<file path="config.mk">
export PLATFORM = sky130hd
export DESIGN_NAME = chacha20_stream_ctrl
export DESIGN_NICKNAME = d
export VERILOG_FILES = /design/src/rtl/chacha20_stream_ctrl.sv
export SDC_FILE = /design/constraint.sdc
export NUM_CORES = 2
export LEC_CHECK = 0
export BUFFER_PORTS_ARGS = -buffer_cell sky130_fd_sc_hd__buf_4
export CORE_AREA = 2 2 534 536
export CTS_BUF_LIST = sky130_fd_sc_hd__clkbuf_16
export CTS_CLUSTER_SIZE = 16
export DETAILED_ROUTE_END_ITERATION = 12
export DIE_AREA = 0 0 536 538
export PLACE_DENSITY = 0.37
export SYNTH_ARGS = -nofsm -noshare
export SYNTH_HDL_FRONTEND = slang
export SYNTH_SLANG_ARGS = --single-unit
</file>
<file path="constraint.sdc">
create_clock -name i_aclk -period 3 [get_ports i_aclk]
set_input_delay 0.3 -clock i_aclk [delete_from_list [all_inputs] [get_ports i_aclk]]
set_output_delay 0.3 -clock i_aclk [all_outputs]
set_load 0.005 [all_outputs]
</file>
<file path="src/rtl/chacha20_stream_ctrl.sv">
// chacha20_stream_ctrl
// ---------------------------------------------------------------------------
// Sequencer between a stream fabric and a chacha20 keystream core. It latches
// key/nonce/initial block counter, requests one 512-bit keystream block at a
// time, and XORs the 16 32-bit words of each block, in order (word 0 = low
// bits), onto plaintext beats to form a 32-bit AXI-Stream cipher path.
//
// Parameters
//   CORE_TIMEOUT : cycles to wait for keystream after start (0 = no timeout)
//   TW           : timeout counter width, 2^TW > CORE_TIMEOUT
//
// Ports
//   i_aclk, i_aresetn         : clock, asynchronous active-low reset
//   i_cfg_*                   : cfg pulse + key/nonce/counter (taken in IDLE)
//   o_core_*                  : enable/start/key/nonce/counter to the core
//   i_core_keystream(_valid)  : 512-bit block returned by the core
//   s_axis_*                  : plaintext in
//   m_axis_*                  : ciphertext out (combinational XOR)
//   o_busy                    : FSM not in IDLE
//   o_error                   : sticky timeout / counter exhaustion flag
//
// Build option
//   CHACHA20_CTRL_PREFETCH_EN : adds a spare block buffer; the next block is
//   requested as soon as the current one starts streaming so block changes
//   happen without bubbles when the spare is already filled.
// ---------------------------------------------------------------------------
module chacha20_stream_ctrl #(
   parameter int CORE_TIMEOUT = 256,
   parameter int TW           = 9
) (
   input  logic           i_aclk,
   input  logic           i_aresetn,
   input  logic           i_cfg_valid,
   input  logic [255:0]   i_cfg_key,
   input  logic [95:0]    i_cfg_nonce,
   input  logic [31:0]    i_cfg_counter,
   output logic           o_core_enable,
   output logic           o_core_start,
   output logic [255:0]   o_core_key,
   output logic [95:0]    o_core_nonce,
   output logic [31:0]    o_core_counter,
   input  logic [511:0]   i_core_keystream,
   input  logic           i_core_keystream_valid,
   input  logic [31:0]    s_axis_tdata,
   input  logic           s_axis_tvalid,
   input  logic           s_axis_tlast,
   output logic           s_axis_tready,
   output logic [31:0]    m_axis_tdata,
   output logic           m_axis_tvalid,
   output logic           m_axis_tlast,
   input  logic           m_axis_tready,
   output logic           o_busy,
   output logic           o_error
);

   typedef enum logic [1:0] {
      S_IDLE   = 2'd0,
      S_REQ    = 2'd1,
      S_WAIT   = 2'd2,
      S_STREAM = 2'd3
   } state_t;

   localparam logic [TW-1:0] TMO_LAST = TW'((CORE_TIMEOUT > 0) ? CORE_TIMEOUT - 1 : 0);
   localparam logic [31:0]   CTR_MAX  = 32'hFFFF_FFFF;

   state_t         state_q, state_d;
   logic [255:0]   key_q, key_d;
   logic [95:0]    nonce_q, nonce_d;
   logic [31:0]    ctr_q, ctr_d;
   logic [511:0]   blk_q, blk_d;
   logic [3:0]     idx_q, idx_d;
   logic [TW-1:0]  tmr_q, tmr_d;
   logic           cfg_seen_q, cfg_seen_d;
   logic           err_q, err_d;

`ifdef CHACHA20_CTRL_PREFETCH_EN
   logic [511:0]   spare_q, spare_d;
   logic           spare_full_q, spare_full_d;
   logic           pf_start_q, pf_start_d;
   logic           pf_wait_q, pf_wait_d;
   logic           pf_hit;
`endif

   logic           in_stream;
   logic           hs;
   logic           blk_end;
   logic           waiting;
   logic           drain;
   logic           tmo;
   logic [31:0]    cur_word;

   assign in_stream = (state_q == S_STREAM);
   assign hs        = in_stream & s_axis_tvalid & m_axis_tready;
   // a block is used up by its 16th word or by the end of the message
   assign blk_end   = hs & ((idx_q == 4'd15) | s_axis_tlast);
   assign cur_word  = blk_q[{idx_q, 5'd0} +: 32];

`ifdef CHACHA20_CTRL_PREFETCH_EN
   assign waiting = (state_q == S_WAIT) | pf_wait_q;
   // an outstanding prefetch must land before a new request is issued
   assign drain   = pf_wait_q;
`else
   assign waiting = (state_q == S_WAIT);
   assign drain   = 1'b0;
`endif

   assign tmo = (CORE_TIMEOUT > 0) && waiting && (tmr_q == TMO_LAST);

   always_comb begin
      state_d    = state_q;
      key_d      = key_q;
      nonce_d    = nonce_q;
      ctr_d      = ctr_q;
      blk_d      = blk_q;
      idx_d      = idx_q;
      cfg_seen_d = cfg_seen_q;
      err_d      = err_q;
      tmr_d      = waiting ? tmr_q + 1'b1 : tmr_q;
`ifdef CHACHA20_CTRL_PREFETCH_EN
      spare_d      = spare_q;
      spare_full_d = spare_full_q;
      pf_start_d   = 1'b0;
      pf_wait_d    = pf_wait_q;
      // prefetched block arriving outside WAIT goes to the spare buffer
      // (or is dropped if the message already ended)
      pf_hit = pf_wait_q & ~pf_start_q & i_core_keystream_valid & (state_q != S_WAIT);
      if (pf_hit) begin
         pf_wait_d = 1'b0;
         if (in_stream) begin
            spare_d      = i_core_keystream;
            spare_full_d = 1'b1;
         end
      end
`endif

      case (state_q)
         S_IDLE: begin
            if (i_cfg_valid) begin
               key_d      = i_cfg_key;
               nonce_d    = i_cfg_nonce;
               ctr_d      = i_cfg_counter;
               cfg_seen_d = 1'b1;
               err_d      = 1'b0;
            end else if (s_axis_tvalid & cfg_seen_q & ~err_q & ~drain) begin
               state_d = S_REQ;
            end
         end

         S_REQ: begin
            state_d = S_WAIT;
            tmr_d   = '0;
         end

         S_WAIT: begin
            if (i_core_keystream_valid) begin
               blk_d   = i_core_keystream;
               idx_d   = 4'd0;
               state_d = S_STREAM;
`ifdef CHACHA20_CTRL_PREFETCH_EN
               pf_wait_d = 1'b0;
               if (ctr_q != CTR_MAX) begin
                  pf_start_d = 1'b1;
                  pf_wait_d  = 1'b1;
                  tmr_d      = '0;
               end
`endif
            end else if (tmo) begin
               err_d   = 1'b1;
               state_d = S_IDLE;
            end
         end

         S_STREAM: begin
            if (hs) begin
               idx_d = idx_q + 1'b1;
            end
            if (blk_end) begin
`ifdef CHACHA20_CTRL_PREFETCH_EN
               // a prefetched counter stays consumed even if its block is dropped
               if (s_axis_tlast) begin
                  ctr_d = ctr_q + ((pf_wait_q | spare_full_q) ? 32'd2 : 32'd1);
               end else begin
                  ctr_d = ctr_q + 32'd1;
               end
               spare_full_d = 1'b0;
`else
               ctr_d = ctr_q + 32'd1;
`endif
               if (s_axis_tlast) begin
                  state_d = S_IDLE;
               end else if (ctr_q == CTR_MAX) begin
                  // counter space exhausted: never reuse counter 0
                  err_d   = 1'b1;
                  state_d = S_IDLE;
               end else begin
`ifdef CHACHA20_CTRL_PREFETCH_EN
                  if (spare_full_q | pf_hit) begin
                     blk_d = spare_full_q ? spare_q : i_core_keystream;
                     idx_d = 4'd0;
                     if ((ctr_q + 32'd1) != CTR_MAX) begin
                        pf_start_d = 1'b1;
                        pf_wait_d  = 1'b1;
                        tmr_d      = '0;
                     end
                  end else begin
                     // request already outstanding; keep its timer running
                     state_d = S_WAIT;
                  end
`else
                  state_d = S_REQ;
`endif
               end
            end
         end

         default: state_d = S_IDLE;
      endcase

`ifdef CHACHA20_CTRL_PREFETCH_EN
      if (tmo && (state_q != S_WAIT)) begin
         err_d        = 1'b1;
         state_d      = S_IDLE;
         pf_wait_d    = 1'b0;
         spare_full_d = 1'b0;
      end
`endif
   end

   always_ff @(posedge i_aclk or negedge i_aresetn) begin
      if (!i_aresetn) begin
         state_q    <= S_IDLE;
         key_q      <= '0;
         nonce_q    <= '0;
         ctr_q      <= '0;
         blk_q      <= '0;
         idx_q      <= '0;
         tmr_q      <= '0;
         cfg_seen_q <= 1'b0;
         err_q      <= 1'b0;
`ifdef CHACHA20_CTRL_PREFETCH_EN
         spare_q      <= '0;
         spare_full_q <= 1'b0;
         pf_start_q   <= 1'b0;
         pf_wait_q    <= 1'b0;
`endif
      end else begin
         state_q    <= state_d;
         key_q      <= key_d;
         nonce_q    <= nonce_d;
         ctr_q      <= ctr_d;
         blk_q      <= blk_d;
         idx_q      <= idx_d;
         tmr_q      <= tmr_d;
         cfg_seen_q <= cfg_seen_d;
         err_q      <= err_d;
`ifdef CHACHA20_CTRL_PREFETCH_EN
         spare_q      <= spare_d;
         spare_full_q <= spare_full_d;
         pf_start_q   <= pf_start_d;
         pf_wait_q    <= pf_wait_d;
`endif
      end
   end

   // all outputs derive from reset-cleared flops, so reset drops them at once
   assign o_core_enable = (state_q != S_IDLE);
   assign o_busy        = (state_q != S_IDLE);
   assign o_error       = err_q;
   assign o_core_key    = key_q;
   assign o_core_nonce  = nonce_q;
`ifdef CHACHA20_CTRL_PREFETCH_EN
   assign o_core_start   = (state_q == S_REQ) | pf_start_q;
   assign o_core_counter = pf_start_q ? ctr_q + 32'd1 : ctr_q;
`else
   assign o_core_start   = (state_q == S_REQ);
   assign o_core_counter = ctr_q;
`endif

   assign s_axis_tready = in_stream & m_axis_tready;
   assign m_axis_tvalid = in_stream & s_axis_tvalid;
   assign m_axis_tlast  = in_stream & s_axis_tlast;
   assign m_axis_tdata  = in_stream ? (s_axis_tdata ^ cur_word) : 32'd0;

endmodule

</file>
; Word level (Yosys, flattened, before mapping)
; Index checks and enable logic that the tools add are counted.
[op_classes]
eq_ne = 17
shifts = 1
n_addsub = 3
mux = 24
bitwise_logic = 10
n_reduce_logical = 13
[op_table]
columns = cell, n
row1 = 512-bit by 10-bit variable part select with 32-bit output, 1
row2 = 32-bit two-way mux, 3
row3 = 32-bit case mux with 2 select lines, 1
row4 = "32-bit by 1-bit adder with 32-bit output, second input constant", 1
row5 = "32-bit equality test, second input constant", 1
row6 = 32-bit bitwise XOR, 1
row7 = 9-bit two-way mux, 2
row8 = "2-bit != test, second input constant", 6
row9 = 2-bit two-way mux, 5
row10 = "9-bit by 1-bit adder with 9-bit output, second input constant", 1
row11 = "9-bit by 8-bit equality test with 1-bit output, second input constant", 1
row12 = 1-bit two-way mux, 8
row13 = 4-bit two-way mux, 2
row14 = "2-bit by 1-bit != test with 1-bit output, second input constant", 4
row15 = 2-bit case mux with 4 select lines, 1
row16 = 4-bit case mux with 2 select lines, 1
row17 = 2-bit nonzero test, 4
row18 = 1-bit AND, 7
row19 = 7-bit AND reduction, 1
row20 = 3-bit AND reduction, 2
row21 = "4-bit by 1-bit adder with 4-bit output, second input constant", 1
row22 = "2-bit equality test, second input constant", 2
row23 = "4-bit equality test, second input constant", 1
row24 = 2-bit AND reduction, 2
row25 = 9 further kinds, 9
[totals]
output_inout_bits = 423
regBits = 913
in_bits = 935
elab_cells = 77

; Longest topological paths before layout
[logic_depth]
depth_word = 6
mapped_depth = 9
depth_no_buf = 9

; Worst setup path before layout
; Ideal clock, no wire load.
[synth_path]
path_type = flip-flop to flip-flop
start = register state_q[0]
end = register key_q[100] (netlist: o_core_key[100])
synth_period_minus_slack_ns = 1.913
setup_ns = 0.125
required_ns = 2.875
path_stages_with_launch = 8
arrival_ns = 1.789
n_path_buf = 3
path_slack_ns = 1.087
path_cell_list = dfrtp_1 > inv_1 > ha_1 > and2_1 > buf_2 > buf_2 > buf_2 > mux2_2
[synth_via]
elab_chain_len = 2
[synth_lines]
columns = element, line_no
row1 = from (decl), 66  ; state_t state_q, state_d;
row2 = from (signal assigned), 247  ; state_q <= state_d;
row3 = 2-bit logical NOT, 136  ; case (state_q)
row4 = 2-bit AND reduction (no line), --
row5 = to (signal assigned), 248  ; key_q <= key_d;
row6 = to (decl), 67  ; logic [255:0] key_q, key_d;
; Every way passes these cells.
; A chain may end at the register's enable or synchronous reset.

; Worst setup path after layout
[layout_path]
start = register idx_q[1]
end = output port m_axis_tdata[2]
[layout_via]
elab_chain_len = 3
[layout_lines]
columns = element, line_no
row1 = from (decl), 71  ; logic [3:0] idx_q, idx_d;
row2 = from (signal assigned), 252  ; idx_q <= idx_d;
row3 = 512-bit by 10-bit variable part select with 32-bit output, 96  ; assign cur_word = blk_q[{idx_q, 5'd0} +: 32];
row4 = 32-bit bitwise XOR, 282  ; assign m_axis_tdata = in_stream ? (s_axis_tdata ^ cur_word) : 32'd0;
row5 = 32-bit two-way mux, 282
row6 = to (decl), 48  ; output logic [31:0] m_axis_tdata,
; Every way passes these cells.

==> flow_results.org <==
** CTS
- Cts bufs inserted :: 120
- Clock tree buffer depth :: 4
- TritonCTS clock tree :: done
- CTS placed an instance of sky130_fd_sc_hd__clkbuf_16 at the clock tree root.
- H-tree levels :: 3
- Clock latency on the worst-skew pair :: ~0.87 ns
- TritonCTS Sinks :: between 900 and 1,000
- After clock tree synthesis, the clock-pin slew on the worst setup and hold paths is ~0.06 ns.

** Setup path
- Cell-by-cell listing of the critical path :: buf_12 -> buf_16 -> buf_8 -> mux2i_1 -> a22oi_2 -> buf_6 -> nand4_1 -> xor2_2 -> nor2_1 -> buf_4
- Dominant delay contributor by cell family on the critical path :: buffers and inverters
- The worst setup path is captured at an output pin.
- In this run the register-to-register setup slack is roughly 0.12 ns.
- By startpoint and endpoint, the worst setup path is classified as flip-flop to output pin.
- The worst setup path is launched from a flip-flop.
- The critical path contains buffers and inverters numbering 5 combined.
- Maximum fanout along the worst path :: 9
- Arrival time at the worst endpoint :: ~3.1 ns
- Highest-delay cell along the critical path :: sky130_fd_sc_hd__dfrtp_4
- In this design, the stage delay of the slowest critical-path cell is about 0.5 ns.
- Data required time at the worst endpoint :: about 2.7 ns

** Pwr
- The internal portion of the total power is around 0.041 W.
- Of the total power, the share spent switching nets is between 30% and 40%.
- In this run, the combinational gates consume 45.1% of the power.
- Dividing total power by cell area gives a power density of a little under 1000 nW/um^2.
- Static leakage :: about 32 nW
- Sequential cell fraction of total power :: between 30% and 40%
- The clock network burns roughly a fifth of the power.
- The worst-case IR drop observed on VDD is roughly 0.00068 V.
- In this run the power spent charging and discharging nets is approximately 0.027 W.

** Yosys
- The number of nets handed over by synthesis was approximately 4,800.
- Number of warning messages in the yosys log :: 0
- The most used flip-flop cell after synthesis is sky130_fd_sc_hd__dfrtp_1.
- Yosys mapped the design onto 55 distinct sky130hd cell types.
- FF+latch count, synth :: just over 900
- Counting every instance in the synthesized netlist gives 3,832.
- Sequential area share after synthesis :: between 50% and 60%
- After synthesis, the mean cell area works out to about 10 sq um.
- For this run, asynchronously set or reset flops after synthesis account for 100%.
- Post-synth EDFFs :: 0
- The cell area that synthesis handed to floorplanning was approximately 40,000 sq um.

** Routing
- After the first detailed-routing iteration, the DRC count stood at 2,130.
- Remaining antenna violation count after routing :: 0
- In the final routed layout, each cell accounts on average for around 25 um.
- After detailed routing, the met3 layer carries a little over 20,000 um of wire.
- DRC errors left :: 0
- Summed over all nets, wire length on met2 after detailed routing comes to roughly 110,000 um.
- The first detailed-routing pass took 5 iterations.
- Met1 Routed Length :: ~110,000 um
- The final layout contains routed wiring with a total length of about 250,000 um.
- After detailed routing, the number of vias per cell comes to 3.80.
- Routed signal wires occupy layers up through met5.
- Count of vias placed by the detailed router :: slightly below 40,000

** Placement
- At the placement stage, the worst setup path has a slack of a little over 0.2 ns.
- IO buf count :: around 1,400
- Placed instance area :: 55,600 sq um
- Final HPWL DP :: between 150,000 and 200,000 um
- Placer congestion estimate :: 0.878

** STA
- Setup repair after global routing could not meet its margin everywhere.
- The count of final max-slew check failures came to 0.
- Adding up every negative setup slack in the final design gives -9.39 ns.
- For this run, the top clock speed supported by timing is approximately 290 MHz.
- The worst path uses 114% of the clock period.
- The total count of hold-check failures in the final report came to 0.
- The routed design could run at a clock period as short as around 3.4 ns.
- Setup violations remaining at the end of the flow were counted as 32.
- Headroom to the max-slew limit :: 26.0%
- After layout, the worst setup slack is -0.419 ns.
- Clock skew on the completed layout was measured at between 0.05 and 0.06 ns.
- Hold is met by ~0.12 ns.
- Worst Max-Slew Pin Slew :: roughly 1.1 ns

** Floorplan
- From left edge to right edge, the die measures about 540 um.
- After floorplanning, the core was divided into between 150 and 200 placement rows.
- Ports placed on the boundary :: about 1,400
- Die area :: between 200,000 and 300,000 sq um
- Once the floorplan was initialized, standard cells occupied 14.0% of the core.
- Die outline height :: 538 um
- Placeable core area :: around 280,000 sq um

** Final layout
- The post-route netlist has a little over a third of its cells at a drive strength greater than 1.
- In the final design database the tool counted just over 7,000 nets.
- After routing the design area is between 70,000 and 80,000 sq um.
- In the final layout, the multi-input gates occupy about 16,000 sq um.
- The layout has 30,500 filler cells.
- Compared with the post-synthesis result, the final layout area differs by 77.0%.
- Registers take approximately 23,000 sq um.

** Global route
- The number of antenna violations at the first check in global routing came to about 100.
- Vias in the first global route :: between 40,000 and 50,000
- The first global-routing pass estimated about 340,000 um of wire.
- Entering global routing, the biggest net connects about 120 pins.
- Global routing finished with a remaining overflow of 0.
- Combined global-route utilization of all metal layers :: ~17%

** Outcome
- The run finished, with violations left.
- The checks that failed: negative setup slack.

** Min path
- The tightest min-delay check is of the primary input to flip-flop type.

** Job
- Max-cap violations in this run came to 0.
## layout make-up
| cell class | instances | share of cell area, % |
|---|---|---|
| diodes | 49 | 0.175 |
| clock buffers | 122 | 4.35 |
| clock inverters | 94 | 1.20 |
| inverters | 18 | 0.0962 |
| multi-input cells | 2659 | 23.1 |
| flip-flops and latches | 913 | 32.6 |
| well taps | 3762 | 6.70 |
| repair buffers | 2504 | 31.8 |
## routing by layer
metal / vias up / global-route usage (%)
met2: 1373 / 26.6
met3: 368 / 5.44
met1: 19100 / 21.3
met4: 46 / 4.61
li1: 17600 / -
met5: - / 1.28
## path summary, 6_finish.rpt
| kind | to | startpoint | cells past startpoint |
|---|---|---|---|
| setup / recovery | m_axis_tdata[2] | idx_q[1] | 10 |
| hold / removal | o_core_counter[29] | s_axis_tvalid | 5 |
| setup reg to reg | o_core_counter[30] | state_q[0] | 8 |
| hold reg to reg | blk_q[345] | blk_q[345] | 2 |
| max in group asynchronous | tmr_q[6] | i_aresetn | 3 |
| min in group asynchronous | o_core_key[3] | i_aresetn | 2 |
## flip-flops by register name (all words and copies together), names as in the netlist
| signal | flops |
|---|---|
| tmr_q | 9 |
| o_core_counter | 32 |
| state_q | 2 |
| idx_q | 4 |
| o_core_nonce | 96 |
| cfg_seen_q | 1 |
| blk_q | 512 |
| o_error | 1 |
| o_core_key | 256 |
## worst register-to-register path: stages (launching register included)
cell and delay, ns:
sky130_fd_sc_hd__dfrtp_1 0.42, sky130_fd_sc_hd__ha_2 0.25, sky130_fd_sc_hd__inv_2 0.73, sky130_fd_sc_hd__buf_4 0.28
sky130_fd_sc_hd__nand2_1 0.05, sky130_fd_sc_hd__a211oi_1 0.27, sky130_fd_sc_hd__a211oi_1 0.12, sky130_fd_sc_hd__nor3_1 0.13
sky130_fd_sc_hd__dlygate4sd3_1 0.58
## metrics by stage
stage,instances,power (W),util (%)
4_1_cts,10100,0.0685,24.5
3_5_place_dp,8900,0.0507,19.6
5_1_grt,10100,0.0725,24.8
3_3_place_gp,8900,0.0506,19.6
2_1_floorplan,3832,0.0339,-
6_report,10100,0.0683,24.8
## repair_timing
action	CTS	global route
endpoints found under the hold margin	918	0
resized for setup	111	63
setup buffers	27	14
endpoints found under the setup margin	32	34
pin swaps	61	71
cloned	8	10
hold buffers	902	0
## power groups by stage
stage | clock network (W) | logic [W] | registers (W)
global route | 0.0156 | 0.0333 | 0.0236
detailed placement | 0 | 0.0277 | 0.0230
global placement | 0 | 0.0276 | 0.0230
floorplan | 0 | 0.0126 | 0.0213
CTS | 0.0152 | 0.0304 | 0.0229
finish | 0.0146 | 0.0308 | 0.0229
## cells by family (layout without fill, tap and decap cells)
logic type	Yosys count	after routing	synth area share [%]
other	0	49	0
muxes	616	616	16.7
and+or+nand+nor	1749	1749	17.5
DFF	913	913	57.6
AOI/OAI and AO/OA	251	251	4.31
buffers and inverters	260	2738	2.90
adders and majority gates	9	9	0.284
xor gates and xnor gates	34	34	0.751
## placed cells by master (no fill, tap or decap), drive strengths merged, types with 45 or more instances in the layout
cell type	synthesis	routed
dfrtp	913	913
nand2	1566	1566
mux2i	261	261
diode	0	49
mux2	355	355
clkinv	0	59
dlygate4sd3	0	902
a22oi	129	129
a21oi	45	45
clkbuf	142	129
nor2	55	55
buf	100	1595
## synth_stat cells, drive strengths merged, types with 5 or more instances
cell type | number | area share [%]
and3 | 10 | 0.16
o22ai | 13 | 0.20
nand4 | 41 | 0.68
mux2 | 355 | 10
a22oi | 129 | 2.4
dfrtp | 913 | 58
o21ai | 28 | 0.35
buf | 100 | 1.4
xor2 | 33 | 0.73
and2 | 7 | 0.11
clkbuf | 142 | 1.3
o22a | 5 | 0.11
a31oi | 5 | 0.079
a21oi | 45 | 0.57
inv | 18 | 0.17
nor3 | 12 | 0.18
mux2i | 261 | 6.6
nor2 | 55 | 0.52
a211oi | 7 | 0.13
and4 | 9 | 0.21
ha | 9 | 0.28
nand3 | 25 | 0.33
nand2 | 1566 | 15
nor3b | 7 | 0.17
No activity file was read; power rests on OpenSTA's default activity.
